===== src/rtl/vga_sync_decoder_if.sv =====
// Sync-decoder signal bundle: raw sync inputs from the video source and the
// recovered timing outputs. master = sync source side, slave = decoder.
interface vga_sync_decoder_if;
    logic        hsync_in;
    logic        vsync_in;
    logic [9:0]  hpos;
    logic [9:0]  vpos;
    logic        display_on;
    logic        locked;
    logic        frame_start;
    logic        sync_err;
    logic [10:0] line_len;
    logic [9:0]  frame_lines;

    modport master (
        output hsync_in, vsync_in,
        input  hpos, vpos, display_on, locked, frame_start, sync_err,
               line_len, frame_lines
    );

    modport slave (
        input  hsync_in, vsync_in,
        output hpos, vpos, display_on, locked, frame_start, sync_err,
               line_len, frame_lines
    );
endinterface


===== src/rtl/vga_sync_decoder.sv =====
// VGA sync decoder: measures hsync period and frame height from a sync
// generator on the same clock, locks after LOCK_FRAMES consecutive good frames
// and regenerates hpos/vpos/display_on cycle-aligned with the generator.
// Optional build macro VGA_SYNC_DECODER_POLARITY_EN adds per-input polarity
// detection (high vs low time per period) so negative-polarity sync is accepted.
module vga_sync_decoder #(
    parameter int unsigned H_DISPLAY   = 640,
    parameter int unsigned H_FRONT     = 16,
    parameter int unsigned H_SYNC      = 96,
    parameter int unsigned H_BACK      = 48,
    parameter int unsigned V_DISPLAY   = 480,
    parameter int unsigned V_BOTTOM    = 10,
    parameter int unsigned V_SYNC      = 2,
    parameter int unsigned V_TOP       = 33,
    parameter int unsigned LOCK_FRAMES = 2
) (
    input  logic                clk,
    input  logic                reset,
    vga_sync_decoder_if.slave   vif
);

    localparam int unsigned H_TOTAL = H_DISPLAY + H_FRONT + H_SYNC + H_BACK;
    localparam int unsigned V_TOTAL = V_DISPLAY + V_BOTTOM + V_SYNC + V_TOP;
    localparam int unsigned H_ALIGN = H_DISPLAY + H_FRONT + 2;

    localparam logic [9:0]  H_ALIGN_V  = 10'(H_ALIGN);
    localparam logic [9:0]  H_LAST     = 10'(H_TOTAL - 1);
    localparam logic [9:0]  V_LAST     = 10'(V_TOTAL - 1);
    localparam logic [9:0]  H_DISP_V   = 10'(H_DISPLAY);
    localparam logic [9:0]  V_DISP_V   = 10'(V_DISPLAY);
    localparam logic [10:0] H_TOTAL_V  = 11'(H_TOTAL);
    localparam logic [9:0]  V_TOTAL_V  = 10'(V_TOTAL);
    localparam logic [10:0] TIMEOUT_M1 = 11'(2 * H_TOTAL - 1);
    localparam logic [8:0]  LOCK_V     = 9'(LOCK_FRAMES);

    typedef enum logic [1:0] {SEARCH, ARMED, LOCKED} state_t;

    state_t      state;
    logic        hs, vs;
    logic        hs_d, vs_d;
    logic        hs_rise, vs_rise;
    logic [10:0] hcnt;
    logic [9:0]  lines;
    logic [9:0]  hpos, vpos;
    logic [10:0] line_len;
    logic [9:0]  frame_lines;
    logic        frame_start;
    logic        sync_err;
    logic        locked;
    logic [7:0]  match;
    logic        bad_line;
    logic        skip_line;

    logic [10:0] line_meas;
    logic [9:0]  frame_lines_new;
    logic        line_bad_now;
    logic        frame_bad;
    logic        timeout;

`ifdef VGA_SYNC_DECODER_POLARITY_EN
    logic        hpol, vpol;
    logic [10:0] h_hi, h_lo;
    logic [19:0] v_hi, v_lo;
    logic        hpol_meas, vpol_meas;
    logic        pol_change;

    assign hs         = vif.hsync_in ^ hpol;
    assign vs         = vif.vsync_in ^ vpol;
    assign hpol_meas  = h_hi > h_lo;
    assign vpol_meas  = v_hi > v_lo;
    // Periods are delimited by rises of the corrected signal; a wrong guess
    // still yields a periodic edge, so the measurement converges in one period.
    assign pol_change = (hs_rise && (hpol_meas != hpol)) ||
                        (vs_rise && (vpol_meas != vpol));

    // High/low time accumulation per hsync period and per frame.
    always_ff @(posedge clk) begin
        if (reset) begin
            hpol <= 1'b0;
            vpol <= 1'b0;
            h_hi <= '0;
            h_lo <= '0;
            v_hi <= '0;
            v_lo <= '0;
        end else begin
            if (hs_rise) begin
                hpol <= hpol_meas;
                h_hi <= {10'b0, vif.hsync_in};
                h_lo <= {10'b0, ~vif.hsync_in};
            end else if (vif.hsync_in) begin
                if (h_hi != '1) h_hi <= h_hi + 11'd1;
            end else begin
                if (h_lo != '1) h_lo <= h_lo + 11'd1;
            end
            if (vs_rise) begin
                vpol <= vpol_meas;
                v_hi <= {19'b0, vif.vsync_in};
                v_lo <= {19'b0, ~vif.vsync_in};
            end else if (vif.vsync_in) begin
                if (v_hi != '1) v_hi <= v_hi + 20'd1;
            end else begin
                if (v_lo != '1) v_lo <= v_lo + 20'd1;
            end
        end
    end
`else
    assign hs = vif.hsync_in;
    assign vs = vif.vsync_in;
`endif

    assign hs_rise = hs & ~hs_d;
    assign vs_rise = vs & ~vs_d;

    // Measurement results for the current cycle, consumed by the FSM.
    always_comb begin
        line_meas       = (hcnt == '1) ? hcnt : hcnt + 11'd1;
        frame_lines_new = lines + {9'b0, hs_rise};
        line_bad_now    = hs_rise && !skip_line && (line_meas != H_TOTAL_V);
        frame_bad       = bad_line || line_bad_now || (frame_lines_new != V_TOTAL_V);
        timeout         = !hs_rise && (hcnt == TIMEOUT_M1);
    end

    // Edge-detect history keeps sampling through reset so that a sync level
    // already high when reset releases is not mistaken for a rise.
    always_ff @(posedge clk) begin
        hs_d <= hs;
        vs_d <= vs;
    end

    // Position regeneration and line/frame measurement.
    always_ff @(posedge clk) begin
        if (reset) begin
            hpos        <= '0;
            vpos        <= '0;
            hcnt        <= '0;
            lines       <= '0;
            line_len    <= '0;
            frame_lines <= '0;
            frame_start <= 1'b0;
        end else begin
            frame_start <= vs_rise;
            if (hs_rise) begin
                hpos     <= H_ALIGN_V;
                line_len <= line_meas;
                hcnt     <= '0;
            end else begin
                if (hcnt != '1) hcnt <= hcnt + 11'd1;
                if (hpos == H_LAST) begin
                    hpos <= '0;
                    vpos <= (vpos == V_LAST) ? '0 : vpos + 10'd1;
                end else begin
                    hpos <= hpos + 10'd1;
                end
            end
            if (vs_rise) begin
                vpos        <= '0;
                frame_lines <= frame_lines_new;
                lines       <= '0;
            end else if (hs_rise) begin
                lines <= lines + 10'd1;
            end
        end
    end

    // Lock FSM: arm on first vsync, count good frames, drop on error/timeout.
    always_ff @(posedge clk) begin
        if (reset) begin
            state     <= SEARCH;
            match     <= '0;
            bad_line  <= 1'b0;
            skip_line <= 1'b0;
            locked    <= 1'b0;
            sync_err  <= 1'b0;
        end else begin
            sync_err <= 1'b0;
            case (state)
                SEARCH: begin
                    if (vs_rise) begin
                        state     <= ARMED;
                        match     <= '0;
                        bad_line  <= 1'b0;
                        skip_line <= 1'b1;
                    end
                end
                default: begin
                    if (hs_rise) skip_line <= 1'b0;
                    if (timeout) begin
                        state    <= SEARCH;
                        locked   <= 1'b0;
                        sync_err <= 1'b1;
                    end else if (vs_rise) begin
                        bad_line <= 1'b0;
                        if (!frame_bad) begin
                            if (match != '1) match <= match + 8'd1;
                            if (({1'b0, match} + 9'd1) >= LOCK_V) begin
                                state  <= LOCKED;
                                locked <= 1'b1;
                            end
                        end else begin
                            match    <= '0;
                            sync_err <= 1'b1;
                            state    <= ARMED;
                            locked   <= 1'b0;
                        end
                    end else if (line_bad_now) begin
                        bad_line <= 1'b1;
                    end
                end
            endcase
`ifdef VGA_SYNC_DECODER_POLARITY_EN
            if (pol_change) begin
                state    <= SEARCH;
                locked   <= 1'b0;
                match    <= '0;
                sync_err <= 1'b0;
            end
`endif
        end
    end

    assign vif.hpos        = hpos;
    assign vif.vpos        = vpos;
    assign vif.display_on  = (hpos < H_DISP_V) && (vpos < V_DISP_V) && locked;
    assign vif.locked      = locked;
    assign vif.frame_start = frame_start;
    assign vif.sync_err    = sync_err;
    assign vif.line_len    = line_len;
    assign vif.frame_lines = frame_lines;

endmodule


===== src/flat_wrapper.sv =====
// flat-port wrapper written by rule: the top's interface ports become plain ports
module vga_sync_decoder_flat 
#(
    parameter int unsigned H_DISPLAY   = 640,
    parameter int unsigned H_FRONT     = 16,
    parameter int unsigned H_SYNC      = 96,
    parameter int unsigned H_BACK      = 48,
    parameter int unsigned V_DISPLAY   = 480,
    parameter int unsigned V_BOTTOM    = 10,
    parameter int unsigned V_SYNC      = 2,
    parameter int unsigned V_TOP       = 33,
    parameter int unsigned LOCK_FRAMES = 2
)
  (clk, reset, vif_hsync_in, vif_vsync_in, vif_hpos, vif_vpos, vif_display_on, vif_locked, vif_frame_start, vif_sync_err, vif_line_len, vif_frame_lines);
  vga_sync_decoder_if vif_i ();
  input  logic clk;
  input  logic reset;
  input wire logic [$bits(vif_i.hsync_in)-1:0] vif_hsync_in;
  input wire logic [$bits(vif_i.vsync_in)-1:0] vif_vsync_in;
  output wire logic [$bits(vif_i.hpos)-1:0] vif_hpos;
  output wire logic [$bits(vif_i.vpos)-1:0] vif_vpos;
  output wire logic [$bits(vif_i.display_on)-1:0] vif_display_on;
  output wire logic [$bits(vif_i.locked)-1:0] vif_locked;
  output wire logic [$bits(vif_i.frame_start)-1:0] vif_frame_start;
  output wire logic [$bits(vif_i.sync_err)-1:0] vif_sync_err;
  output wire logic [$bits(vif_i.line_len)-1:0] vif_line_len;
  output wire logic [$bits(vif_i.frame_lines)-1:0] vif_frame_lines;
  assign vif_i.hsync_in = vif_hsync_in;
  assign vif_i.vsync_in = vif_vsync_in;
  assign vif_hpos = vif_i.hpos;
  assign vif_vpos = vif_i.vpos;
  assign vif_display_on = vif_i.display_on;
  assign vif_locked = vif_i.locked;
  assign vif_frame_start = vif_i.frame_start;
  assign vif_sync_err = vif_i.sync_err;
  assign vif_line_len = vif_i.line_len;
  assign vif_frame_lines = vif_i.frame_lines;
  vga_sync_decoder #(.H_DISPLAY(H_DISPLAY), .H_FRONT(H_FRONT), .H_SYNC(H_SYNC), .H_BACK(H_BACK), .V_DISPLAY(V_DISPLAY), .V_BOTTOM(V_BOTTOM), .V_SYNC(V_SYNC), .V_TOP(V_TOP), .LOCK_FRAMES(LOCK_FRAMES)) u_core (.clk(clk), .reset(reset), .vif(vif_i));
endmodule

===== config.mk =====
export PLATFORM = sky130hd
export DESIGN_NAME = vga_sync_decoder_flat
export DESIGN_NICKNAME = d
export VERILOG_FILES = /design/src/rtl/vga_sync_decoder_if.sv /design/src/rtl/vga_sync_decoder.sv /design/src/flat_wrapper.sv
export SDC_FILE = /design/constraint.sdc
export NUM_CORES = 1
export LEC_CHECK = 0
export CAP_MARGIN = 0
export CORE_MARGIN = 5
export CORE_UTILIZATION = 31
export CTS_CLUSTER_SIZE = 20
export DETAILED_ROUTE_END_ITERATION = 8
export GPL_TIMING_DRIVEN = 1
export MAX_ROUTING_LAYER = met4
export PLACE_DENSITY_LB_ADDON = 0.25
export SETUP_SLACK_MARGIN = 0.5
export SLEW_MARGIN = 30
export SYNTH_ARGS = -nofsm -noshare
export SYNTH_HDL_FRONTEND = slang
export SYNTH_SLANG_ARGS = --single-unit
export TNS_END_PERCENT = 1

===== constraint.sdc =====
create_clock -name clk -period 3.7 [get_ports clk]
set_input_delay 0.74 -clock clk [delete_from_list [all_inputs] [get_ports clk]]
set_output_delay 0.74 -clock clk [all_outputs]
set_load 0.01 [all_outputs]

# Word level (Yosys, flattened, before mapping)
# Cells that the tools add are included.
# Widths: inputs -> output; s select.
[totals] input_bits=4 n_memories=0 ff_bits=79 romBits=0 latch_bits=0 out_inout_bits=45 ram_bits=0
[op_classes] n_eq_ne=10 n_addsub=7 div_mod_pow=0 bitwise=6 mul=0 magnitude_cmp=3 shift=0 muxes=31 reduce_logical=26
[ops] op="$mux 8" n=6
[ops] op="$add 10x1->10 const B" n=3
[ops] op="$mux 10" n=3
[ops] op="$eq 11x11->1 const B" n=2
[ops] op="$eq 10x10->1 const B" n=2
[ops] op="$mux 1" n=15
[ops] op="$mux 2" n=6
[ops] op="$reduce_and 3->1" n=4
[ops] op="$add 11x1->11 const B" n=1
[ops] op="$mux 11" n=1
[ops] op="$ne 11x10->1 const B" n=1
[ops] op="$ne 11x11->1 const B" n=1
[ops] op="$add 10x1->10" n=1
[ops] op="$lt 10x10->1 const B" n=1
[ops] op="$lt 10x9->1 const B" n=1
[ops] op="$ne 10x10->1 const B" n=1
[ops] op="$add 8x1->9 const B" n=1
[ops] op="$ge 9x2->1 const B" n=1
[ops] op="$add 8x1->8 const B" n=1
[ops] op="$ne 8x8->1 const B" n=1
[ops] op="$reduce_bool 2->1" n=3
[ops] op="$reduce_bool 3->1" n=2
[ops] op="$reduce_or 2->1" n=3
[ops] op="$logic_and 1x1->1" n=5
[ops] op="other kinds (10)" n=17

# Longest topological paths before layout
[logic_depth] depth_word=10 ltp_mapped=13 ltp_nobuf=11

# Worst setup path before layout
# Ideal clock, no wire load.
[synth_timing] kind="in2reg" start="input vif_hsync_in" end="register u_core.state[0]" arrival_ns=3.264 setup_slack_ns=0.319 cell_stages=13 cell_sequence="nand2b_1 > clkbuf_1 > inv_1 > buf_1 > ha_1 > ha_1 > nand3_2 > or3_1 > a41oi_2 > nor3_2 > and3_4 > a22o_1 > a32o_1"
[synth_between] elab_chain_cells=9 elab_cells_between_ends=16 classes_between="add/sub: 1; eq/ne: 1; mux: 4; bitwise: 1; reduce/logical: 9"
[synth_rtl] item="start, declared" line="flat_wrapper.sv:18" source="input wire logic [$bits(vif_i.hsync_in)-1:0] vif_hsync_in;"
[synth_rtl] item="$and 1x1->1 (*)" line="vga_sync_decoder.sv:111" source="assign hs_rise = hs & ~hs_d;"
[synth_rtl] item="net u_core.hs_rise" line="vga_sync_decoder.sv:41" source="logic hs_rise, vs_rise;"
[synth_rtl] item="parallel branches: the longest is 8 deep, another holds $add 10x1->10"
[synth_rtl] item="end signal, assigned" line="vga_sync_decoder.sv:179" source="state <= ARMED;"
[synth_rtl] item="end signal, assigned" line="vga_sync_decoder.sv:188" source="state <= SEARCH;"
[synth_rtl] item="end signal, assigned" line="vga_sync_decoder.sv:196" source="state <= LOCKED;"
[synth_rtl] item="end, declared" line="vga_sync_decoder.sv:38" source="state_t state;"
# Mark *: on every way through the listed nets, which the timed path passes. The select of a mux whose other input is x is not followed.
# A chain may end at the register's enable or synchronous reset.

# Final worst setup path
[layout_timing] start="input vif_hsync_in" end="register u_core.state[0]"
[layout_between] elab_chain_cells=9 elab_cells_between_ends=16 classes_between="add/sub: 1; eq/ne: 1; mux: 4; bitwise: 1; reduce/logical: 9"
[layout_rtl] item="$and 1x1->1 (*)" line="vga_sync_decoder.sv:111"
[layout_rtl] item="parallel branches: the longest is 8 deep, another holds $add 10x1->10"
# Mark *: on every way between the ends. The select of a mux whose other input is x is not followed.

==> qor.yml <==
status: "finished clean"
critPathArrivalTime_ns: 3.33
synth_cell_type_count: 58
total_global_routing_track_utilization_pct: 13.3
drt-total-wl_mm: 9.29
fp.coreArea_sq_um: 12500
critPathMaxStageDelay_ns: 0.51
power.static_leakage_nw: 1.63
cts.root.buffer_cell: "sky130_fd_sc_hd__clkbuf_16"
worst_setup_path_start_kind: "input pin"
setup_violations: 0
grt_max_degree: 30
placementRows: 41
worstPathMaxFanout: 5
synth.cell_area_sq_um: 3910
yosys_register_bits: 79
total_clock_buffers_created_by_cts: 9
critical_path_class: "in -> reg"
fmax_mhz: 324
dp_hpwl_mm: 6.57
stdcell_count: 684
cellPowerDensity_nw_per_um2: 410
total_power_mw: 2.00
ant_nets: 0
post_synth.cell_area_avg_sq_um: 8.42
detailedRoute.firstPassIterationCount: 4
fp.dieH_um: 122
cp_slowest_cell: "sky130_fd_sc_hd__clkdlybuf4s50_1"
worstSkewPairLatency_ns: 0.35
synth_seq_area_share_pct: 40.5
grt_pass1_vias: 3083
antenna-diode-count: 0
cp_cell_sequence: "clkdlybuf4s50_1, nand2b_1, inv_1, ha_1, ha_2, nand3_2, or3_1, a41oi_2, nor3_2, and3_4, a22o_1, a32o_1"
die-width_um: 122
pre_cts_slack_ns: 0.165
power.ir.vdd_worst_mv: 0.203
async_reset_ff_share_pct: 0
tritoncts: "done"
max_cap_viol_count: 0
post_synthesis_net_count: 477
setup_ws_ns: 0.612
ys.warnings.count: 0
finClkSkew_ns: 0.0113
required_ns: 3.94
io_pins: 49
antenna_violations_before_repair: 0
crit_path_end_kind: "flop"
dr_total_vias: 3409
die_area_sq_um: 15000
timing.critical_path.max_delay_family: "simple AND/OR/NAND/NOR gates"
period_share_pct: 83.4
edff_count_synth: 0
route.detailed.drc: 0
finalMaxSlewViolations: 0
whs_ns: 0.460
flow.area_growth_from_synthesis_pct: 24.9
min_path_type: "reg -> reg"
total_placed_cells_including_tap_cells: 664
timing.slew.headroom_pct: 57.1
detail_route.iter0.violations: 177
final.min_clock_period_ns: 3.09
viasPerCell: 4.98
rsz0062_at_grt: "yes"
fin_tns_setup_ns: 0
tritoncts_sink_count: 79
finalHoldViolCount: 0
io_buffer_count: 48
first_pass_grt_wire_length_mm: 15.3
gp_congestion: 0.868
start_util_pct: 31.3
routed_wire_length_per_instance_um: 13.6
postSynthCellCount: 464
worstMarginPinSlew_ns: 0.644
final_nets: 520
drive_gt1_share_pct: 8.20
ctsHoldBuffers: 0
cts.htree.levels: 3
timing.critical_path.buf_inv: 2
synth_top_flop_cell: "sky130_fd_sc_hd__dfxtp_1"
grt.overflow.total: 0
cts.path.max_buffers: 2
worst_setup_hold_path_clk_slew_ns: 0.06
==> cell families (layout without fill, tap and decap cells) <==
kind of cell	Yosys count	count (layout)	share of synthesized area, %
simple gates	215	215	28.5
compound gates	83	83	14.7
flops	79	79	40.5
xor+xnor	38	38	8.52
buf+inv	37	85	4.13
fa+ha+maj	9	9	2.88
mux	3	3	0.801
==> layer usage <==
metal,GRT usage [%],vias up,routed length [um]
met5,-,-,0
met4,5.53,0,189
met3,3.36,16,405
met2,18.7,77,3970
met1,18.1,1577,4720
li1,-,1739,-
==> registers in the layout (all words and copies together) (netlist names) <==
| name | cells |
|---|---|
| u_core.bad_line | 1 |
| u_core.lines | 10 |
| u_core.vif.hpos | 10 |
| u_core.hcnt | 11 |
| u_core.vif.sync_err | 1 |
| u_core.hs_d | 1 |
| u_core.state | 2 |
| u_core.vif.locked | 1 |
| u_core.skip_line | 1 |
| u_core.vif.frame_lines | 10 |
| u_core.vif.frame_start | 1 |
| u_core.vs_d | 1 |
| u_core.vif.vpos | 10 |
| u_core.match | 8 |
| u_core.vif.line_len | 11 |
==> stage by stage <==
stage,area (sq um),util [%]
after floorplan,3910,-
after CTS,4850,38.9
after detailed placement,4520,36.3
after global placement,4520,36.3
final,4880,39.2
after global routing,4880,39.2
==> synth_stat cells (4+ instances only) <==
library cell,instances,area share [%]
sky130_fd_sc_hd__a211oi_1,17,3.3
sky130_fd_sc_hd__a21oi_1,17,2.2
sky130_fd_sc_hd__a31oi_1,7,1.1
sky130_fd_sc_hd__and2_1,6,0.96
sky130_fd_sc_hd__and3_1,6,0.96
sky130_fd_sc_hd__and4_1,4,0.90
sky130_fd_sc_hd__buf_2,6,0.77
sky130_fd_sc_hd__clkbuf_1,15,1.4
sky130_fd_sc_hd__dfxtp_1,79,40
sky130_fd_sc_hd__ha_1,9,2.9
sky130_fd_sc_hd__inv_1,12,1.2
sky130_fd_sc_hd__nand2_1,36,3.5
sky130_fd_sc_hd__nand3_1,24,3.1
sky130_fd_sc_hd__nand4_1,10,1.6
sky130_fd_sc_hd__nand4b_1,4,0.90
sky130_fd_sc_hd__nor2_1,75,7.2
sky130_fd_sc_hd__nor2b_1,6,0.96
sky130_fd_sc_hd__nor3_1,12,1.5
sky130_fd_sc_hd__o21ai_0,16,2.0
sky130_fd_sc_hd__o21ai_1,4,0.51
sky130_fd_sc_hd__or3_1,8,1.3
sky130_fd_sc_hd__xnor2_1,19,4.3
sky130_fd_sc_hd__xor2_1,19,4.3
==> tightest hold or removal path, stage by stage (launching register included) <==
cell and delay (ns):
sky130_fd_sc_hd__dfxtp_1 0.31, sky130_fd_sc_hd__nand2_1 0.05, sky130_fd_sc_hd__a21oi_1 0.05
==> repair_timing <==
item / 4_1_cts / 5_1_grt
setup buffers: 0 / 4
hold endpoints to repair: 0 / 0
gates resized for setup: 0 / 1
setup endpoints to repair: 0 / 6
==> cell usage in the layout (no fill, tap or decap), types with 12 or more instances in the layout <==
cell and count:
sky130_fd_sc_hd__a211oi_1 17, sky130_fd_sc_hd__a21oi_1 17, sky130_fd_sc_hd__clkdlybuf4s50_1 48, sky130_fd_sc_hd__dfxtp_1 79
sky130_fd_sc_hd__inv_1 12, sky130_fd_sc_hd__nand2_1 36, sky130_fd_sc_hd__nand3_1 24, sky130_fd_sc_hd__nor2_1 75
sky130_fd_sc_hd__nor3_1 12, sky130_fd_sc_hd__o21ai_0 16, sky130_fd_sc_hd__xnor2_1 19, sky130_fd_sc_hd__xor2_1 19
==> report_power, final <==
part / internal, mW / switching, mW / leakage, nW / total (mW)
registers: 0.874 / 0.0190 / 0.642 / 0.893
logic: 0.0602 / 0.0763 / 0.833 / 0.136
clock network: 0.627 / 0.347 / 0.160 / 0.975
==> area by class of cell <==
cell class,instances,area [sq um]
Fill cell,1236,7580
Multi-Input combinational cell,348,2170
Sequential cell,79,1580
Timing Repair Buffer,57,548
Clock buffer,13,260
Tap cell,172,215
Clock inverter,3,65.1
Inverter,12,45.0
==> worst paths after layout <==
kind | start | to | slack (ns) | depth (start not counted)
worst max-delay path | vif_hsync_in | u_core.state[0]$_SDFFE_PP0P_ | 0.61 | 12
worst min register to register | u_core.vif.frame_lines[1]$_SDFFE_PP0P_ | u_core.vif.frame_lines[1]$_SDFFE_PP0P_ | 0.46 | 2
worst max register to register | u_core.hcnt[0]$_SDFFE_PP0N_ | u_core.state[0]$_SDFFE_PP0P_ | 0.84 | 7
worst min-delay path | u_core.vif.frame_lines[1]$_SDFFE_PP0P_ | u_core.vif.frame_lines[1]$_SDFFE_PP0P_ | 0.46 | 2
Note: power is estimated with default switching activity, not from simulation.
